**src/rtl/reg_bank_stream.sv**
```systemverilog
// Byte-stream register bank: framed command byte then auto-incrementing write/read bursts.
// Optional build macro REGFILE_LOCK_EN: bit 0 of the last register locks writes to all others.
module reg_bank_stream #(
    parameter int DATA_W = 8,
    parameter int DEPTH  = 16
) (
    input  logic                    clk,
    input  logic                    rst,
    input  logic                    frame_i,
    input  logic [DATA_W-1:0]       byte_i,
    input  logic                    byte_valid_i,
    output logic [DATA_W-1:0]       rd_data_o,
    output logic                    rd_valid_o,
    output logic [DEPTH*DATA_W-1:0] regs_o,
    output logic [DEPTH-1:0]        wr_strobe_o,
    output logic                    busy_o,
    output logic                    err_o
);
    localparam int                ADDR_W  = $clog2(DEPTH);
    localparam logic [ADDR_W-1:0] LAST    = ADDR_W'(DEPTH - 1);
    localparam logic [ADDR_W:0]   DEPTH_L = (ADDR_W + 1)'(DEPTH);

    typedef enum logic [1:0] {S_IDLE, S_WRITE, S_READ, S_ERR} state_t;

    state_t                         r_state, w_state_nxt;
    logic [DEPTH-1:0][DATA_W-1:0]   r_regs;
    logic [ADDR_W-1:0]              r_ptr;
    logic [DATA_W-1:0]              r_rd_data;
    logic                           r_rd_valid;
    logic [DEPTH-1:0]               r_strb;
    logic                           r_err;

    logic                           w_acc;
    logic [ADDR_W-1:0]              w_cmd_addr;
    logic                           w_cmd_rd;
    logic                           w_cmd_bad;
    logic [ADDR_W-1:0]              w_cmd_inc;
    logic [ADDR_W-1:0]              w_ptr_inc;
    logic                           w_wr_drop;

    assign w_acc      = frame_i & byte_valid_i;
    assign w_cmd_addr = byte_i[ADDR_W-1:0];
    assign w_cmd_rd   = byte_i[DATA_W-1];
    assign w_cmd_bad  = {1'b0, w_cmd_addr} >= DEPTH_L;
    assign w_cmd_inc  = (w_cmd_addr == LAST) ? '0 : w_cmd_addr + ADDR_W'(1);
    assign w_ptr_inc  = (r_ptr == LAST) ? '0 : r_ptr + ADDR_W'(1);

`ifdef REGFILE_LOCK_EN
    // The lock register itself stays writable so the lock can always be released.
    assign w_wr_drop = r_regs[DEPTH-1][0] && (r_ptr != LAST);
`else
    assign w_wr_drop = 1'b0;
`endif

    always_ff @(posedge clk) begin
        if (rst) r_state <= S_IDLE;
        else     r_state <= w_state_nxt;
    end

    always_comb begin
        w_state_nxt = r_state;
        if (!frame_i) begin
            w_state_nxt = S_IDLE;
        end else if (r_state == S_IDLE && w_acc) begin
            if (w_cmd_bad)     w_state_nxt = S_ERR;
            else if (w_cmd_rd) w_state_nxt = S_READ;
            else               w_state_nxt = S_WRITE;
        end
    end

    always_ff @(posedge clk) begin
        if (rst) begin
            r_regs     <= '0;
            r_ptr      <= '0;
            r_rd_data  <= '0;
            r_rd_valid <= 1'b0;
            r_strb     <= '0;
            r_err      <= 1'b0;
        end else begin
            r_rd_valid <= 1'b0;
            r_strb     <= '0;
            if (w_acc) begin
                case (r_state)
                    S_IDLE: begin
                        r_err <= w_cmd_bad;
                        r_ptr <= w_cmd_addr;
                        // A read command also returns the first word, so ptr skips ahead.
                        if (!w_cmd_bad && w_cmd_rd) begin
                            r_rd_data  <= r_regs[w_cmd_addr];
                            r_rd_valid <= 1'b1;
                            r_ptr      <= w_cmd_inc;
                        end
                    end
                    S_WRITE: begin
                        if (w_wr_drop) begin
                            r_err <= 1'b1;
                        end else begin
                            r_regs[r_ptr] <= byte_i;
                            r_strb[r_ptr] <= 1'b1;
                        end
                        r_ptr <= w_ptr_inc;
                    end
                    S_READ: begin
                        r_rd_data  <= r_regs[r_ptr];
                        r_rd_valid <= 1'b1;
                        r_ptr      <= w_ptr_inc;
                    end
                    default: ;
                endcase
            end
        end
    end

    assign rd_data_o   = r_rd_data;
    assign rd_valid_o  = r_rd_valid;
    assign regs_o      = r_regs;
    assign wr_strobe_o = r_strb;
    assign busy_o      = (r_state != S_IDLE);
    assign err_o       = r_err;
endmodule

```
**config.mk**
```make
export PLATFORM = sky130hd
export DESIGN_NAME = reg_bank_stream
export DESIGN_NICKNAME = d
export VERILOG_FILES = /design/src/rtl/reg_bank_stream.sv
export SDC_FILE = /design/constraint.sdc
export NUM_CORES = 1
export LEC_CHECK = 0
export ABC_AREA = 1
export CAP_MARGIN = 10
export CORE_MARGIN = 1.5
export CORE_UTILIZATION = 40
export DETAILED_ROUTE_END_ITERATION = 8
export PLACE_DENSITY = 0.7
export SETUP_SLACK_MARGIN = 0.2
export SLEW_MARGIN = 20
export SYNTH_ARGS = -nofsm -noshare
export SYNTH_HDL_FRONTEND = slang
export SYNTH_SLANG_ARGS = --single-unit
export TNS_END_PERCENT = 5
```
**constraint.sdc**
```tcl
create_clock -name clk -period 2.8 [get_ports clk]
set_input_delay 0.56 -clock clk [delete_from_list [all_inputs] [get_ports clk]]
set_output_delay 0.56 -clock clk [all_outputs]
set_load 0.005 [all_outputs]
```
---- Word level (Yosys, flattened, before mapping) ----
Index checks and enable logic that the tools add are counted.
storage, ports and cells
  logic and storage cells ................. 66
  output and inout port bits .............. 155
  register bits after elaboration ......... 159
operators by class
  bitwise logic cells ..................... 4
  $lt $le $gt $ge ......................... 3
  muxes and demuxes ....................... 18
  add/subtract/negate cells ............... 2
  eq/ne operators ......................... 5
  reduce and logical (&&, ||, !) cells .... 13
operators by type and width
  operator                                                            number
  bitwise mux 128 bit                                                 1
  binary-select mux 8 bit (select 4 bit)                              2
  demux 8 bit (select 4 bit)                                          1
  two-way mux 8 bit                                                   4
  case mux 8 bit (2 select lines)                                     1
  two-way mux 4 bit                                                   3
  less-than comparator 4 x 5 -> 1 bit (second input constant)         2
  adder 4 x 1 -> 4 bit (second input constant)                        2
  equality test 4 bit (second input constant)                         2
  case mux 4 bit (2 select lines)                                     1
  nonzero test 2 bit                                                  3
  OR reduction 2 bit                                                  3
  demux 1 bit (select 4 bit)                                          1
  greater-or-equal comparator 4 x 1 -> 1 bit (second input constant)  1
  AND reduction 2 bit                                                 2
  NOT 1 bit                                                           3
  AND reduction 3 bit                                                 1
  OR reduction 3 bit                                                  1
  equality test 2 x 1 -> 1 bit (second input constant)                1
  equality test 2 bit (second input constant)                         1
  logical AND 1 bit                                                   2
  zero test 2 bit                                                     1
  two-way mux 1 bit                                                   2
  two-way mux 2 bit                                                   1
  3 further kinds                                                     3

---- Longest topological paths before layout ----
  depth after elaboration ................. 5
  gate-level depth with buffers ........... 11
  depth with buffers taken out ............ 10

---- Least setup slack after synthesis ----
OpenSTA, ideal clock, no wires.
  path kind ............................... register -> register
  from .................................... register r_ptr[1]
  to ...................................... register r_regs (netlist bit regs_o[43])
  buffers on the path ..................... 3
  arrival ................................. 1.558 ns
  slack ................................... 1.109 ns
  cell stages (with the launch flop) ...... 12
  path through ............................ dfxtp_1 buf_2 clkinv_1 buf_2 ha_1 inv_1 nor2_1 inv_1 nor2_1 buf_2 o21ai_0 a21oi_1
between the ends
  word-level cells in the longest chain between the ends .. 5
RTL lines
  what                                                                                                                            line  text
  from (decl)                                                                                                                     27    logic [ADDR_W-1:0] r_ptr;
  from (signal assigned)                                                                                                          86    r_ptr <= w_cmd_addr;
  from (signal assigned)                                                                                                          91    r_ptr <= w_cmd_inc;
  from (signal assigned)                                                                                                          101   r_ptr <= w_ptr_inc;
  less-than comparator 4 x 5 -> 1 bit (implied by the code) / greater-or-equal comparator 4 x 1 -> 1 bit (equally long branches)  98    r_regs[r_ptr] <= byte_i;
  logical AND 1 bit (implied by the code)                                                                                         98
  two-way mux 8 bit (implied by the code)                                                                                         98
  demux 8 bit (select 4 bit) (*)                                                                                                  98
  bitwise mux 128 bit (*)                                                                                                         98
  to (signal, indexed assignment)                                                                                                 98
  to (decl)                                                                                                                       26    logic [DEPTH-1:0][DATA_W-1:0] r_regs;
Mark *: on every way between the ends. The rest lies on a longest branch, timed or not.
A chain may end at the register's enable or synchronous reset.

---- Worst setup path in the final report ----
  from .................................... register r_state[1]
  to ...................................... output port busy_o
between the ends
  word-level cells in the longest chain between the ends .. 1
RTL lines
  what                    line  text
  from (decl)             25    state_t r_state, w_state_nxt;
  from (signal assigned)  57    else r_state <= w_state_nxt;
  nonzero test 2 bit      118   assign busy_o = (r_state != S_IDLE);
  to (decl)               16    output logic busy_o,
Every way passes these cells.

==> results.sh <==
export IMPL_dpl_hpwl_um=20500
export IMPL_synth_area_um2=8290
export IMPL_synthesis_nets=1307
export IMPL_syn2layout_area_growth_pct=30.4
export IMPL_ctsResizeCount=0
export IMPL_place_inst=1670
export IMPL_r2r_cells=8
export IMPL_final_nets=1440
export IMPL_crit_required_ns=2.24
export IMPL_drv_cap=0
export IMPL_fin_crit_ns=2.28
export IMPL_chipHeight_um=147
export IMPL_die_x_um=147
export IMPL_io_pins=167
export IMPL_ys_seq_area_share_pct=38.4
export IMPL_cp_end_kind="primary output"
export IMPL_drtIter0Drc=1056
export IMPL_drc=0
export IMPL_ys_warn_count=0
export IMPL_grt_overflow_total=0
export IMPL_clkLatencyLatePin_ns=0.44
export IMPL_wl_um=29200
export IMPL_via_per_inst=5.36
export IMPL_hold_path_startpoint="regs_o[6]$_SDFFE_PP0P_"
export IMPL_ys_types=29
export IMPL_synth_seq_cells=159
export IMPL_slew_limit_headroom_pct=50.3
export IMPL_h_tree_depth=4
export IMPL_grt_pass1_wl_um=45400
export IMPL_post_route_period_util_pct=81.3
export IMPL_gp_congestion=0.969
export IMPL_drive_gt1_share_pct=6.42
export IMPL_cts_root_buf="clkbuf_16"
export IMPL_finalHoldViolations=0
export IMPL_start_util_pct=40.8
export IMPL_synth_area_per_cell_um2=6.44
export IMPL_ant_nets=0
export IMPL_via_count=9119
export IMPL_power_density_nw_per_um2=493
export IMPL_skew_ns=0.00861
export IMPL_timing_fmax_mhz=439
export IMPL_diodes=0
export IMPL_r2r_end="regs_o[126]$_SDFFE_PP0P_"
export IMPL_start_kind="flip-flop"
export IMPL_rows=52
export IMPL_cts_inserted_buffers=17
export IMPL_r2r_slack_ns=0.71
export IMPL_cts_tree="yes"
export IMPL_path_class="reg -> out"
export IMPL_coreArea_um2=20300
export IMPL_netlist_instances=1286
export IMPL_antenna_found_initial=0
export IMPL_drtPass1Iterations=5
export IMPL_reg2reg_from="r_ptr[0]$_SDFFE_PP0P_"
export IMPL_cp_max_fo=4
export IMPL_grt_pass1_vias=8143
export IMPL_grt_max_degree=110
export IMPL_slew_viol_final=0
export IMPL_final_cells=1702
export IMPL_clock_path_buffers=2
export IMPL_arrival_ns=1.72
export IMPL_cts_hold_buf=0
export IMPL_finalSetupViolCount=0
export IMPL_hold_path_cell_count=2
export IMPL_grtUsageTotal_pct=26.7
export IMPL_peakVddDrop_uv=386
export IMPL_place_port_buffers=165
export IMPL_wl_per_cell_um=17.1
export IMPL_clk_pin_slew_ns=0.06
export IMPL_p_leak_uw=0.00444
export IMPL_die_area_um2=21600
export IMPL_rsz0062_at_grt="false"
export IMPL_worst_pin_slew_ns=0.743
export IMPL_hp_class="reg -> reg"
export IMPL_clkSinkCount=159
export IMPL_status="completed"
export IMPL_final_seq_area_um2=3180
export IMPL_final_setup_tns_ns=0
export IMPL_cts_setup_buffers=0
export IMPL_hold_end="regs_o[6]$_SDFFE_PP0P_"
export IMPL_multi_input_area_um2=4140
export IMPL_fill_cells=1995
[where the power goes]
part	switching (uW)	internal [uW]	leakage, uW
Combinational	388	179	0.00286
Sequential	19.9	2270	0.00128
Clock	1010	1460	0.000293
[metal layers]
layer	routed length [um]	GRT usage [%]	part of all wire (%)	vias to the layer above
li1	-	-	-	4440
met1	12800	36.8	44	4167
met2	13200	41.7	45	444
met3	2360	4.94	8.1	68
met4	771	10.0	2.6	0
met5	0	0	0	-
[registers in the layout, indices dropped and copies added, names as in the netlist]
name	count
rd_data_o	8
rd_valid_o	1
regs_o	128
wr_strobe_o	16
r_state	2
r_ptr	4
[kinds of logic after synthesis]
kind of cell | synth area share (%)
compound gates | 20.7
fa+ha+maj | 1.36
flops | 38.4
other cells | 0.0453
xor+xnor | 0.106
simple gates | 27.7
buf+inv | 11.6
[through the flow]
step / power, uW / utilization [%] / hold WS, ns / cell area (um2) / setup slack (ns)
floorplan: 2710 / - / 0.468 / 8290 / 1.11
global placement: 2890 / 50.2 / 0.483 / 10200 / 0.454
detailed placement: 2890 / 50.2 / 0.482 / 10200 / 0.413
CTS: 5320 / 53.2 / 0.491 / 10800 / 0.503
global route: 5480 / 53.2 / 0.537 / 10800 / 0.429
finish: 5320 / 53.2 / 0.498 / 10800 / 0.522
[layout by cell type, fill, tap and decap left out, types with 3 or more instances in the layout]
cell / count
nand2_1: 311
inv_1: 134
nand3_1: 150
buf_4: 43
bufinv_16: 3
dfxtp_1: 158
o21ai_0: 156
a31oi_1: 3
inv_6: 3
a21oi_1: 152
ha_1: 9
clkbuf_16: 17
clkinvlp_4: 3
nor2_1: 75
o211ai_1: 16
clkdlybuf4s50_1: 164
inv_2: 6
clkinv_1: 3
[critical path, cell delays in order, from the launching register on]
cell	delay, ns
dfxtp_1	0.39
inv_1	0.08
ha_1	0.22
inv_1	0.09
clkdlybuf4s50_1	0.50
[Yosys cell counts, drive strengths merged]
library cell / number / area [um2]
dfxtp: 159 / 3180
clkinv: 3 / 11.3
conb: 1 / 3.75
nor3: 5 / 46.3
nand2: 311 / 1170
nor4: 1 / 6.26
o22ai: 1 / 6.26
a21oi: 152 / 761
a211oi: 2 / 20.0
o21ai: 156 / 781
nand3: 151 / 761
nor2: 79 / 317
xor2: 1 / 8.76
ha: 9 / 113
buf: 51 / 263
o211ai: 16 / 120
o311ai: 1 / 8.76
a31oi: 3 / 18.8
clkbuf: 44 / 165
inv: 140 / 526
[worst max path at each step]
stage / endpoint / startpoint
2_1_floorplan: regs_o[43]$_SDFFE_PP0P_ / r_ptr[1]$_SDFFE_PP0P_
3_3_place_gp: regs_o[13]$_SDFFE_PP0P_ / frame_i
3_5_place_dp: regs_o[13]$_SDFFE_PP0P_ / frame_i
4_1_cts: busy_o / r_state[0]$_SDFFE_PP0P_
5_1_grt: busy_o / r_state[0]$_SDFFE_PP0P_
6_report: busy_o / r_state[1]$_SDFFE_PP0P_
[layout make-up]
cell class / count / area share, %
inverters: 143 / 4.97
repair buffers: 209 / 18.4
clock buffers: 20 / 4.23
well taps: 270 / 3.13
clock inverters: 12 / 1.46
multi-input cells: 889 / 38.3
flip-flops and latches: 159 / 29.5
Note: power is estimated with default switching activity, not from simulation.
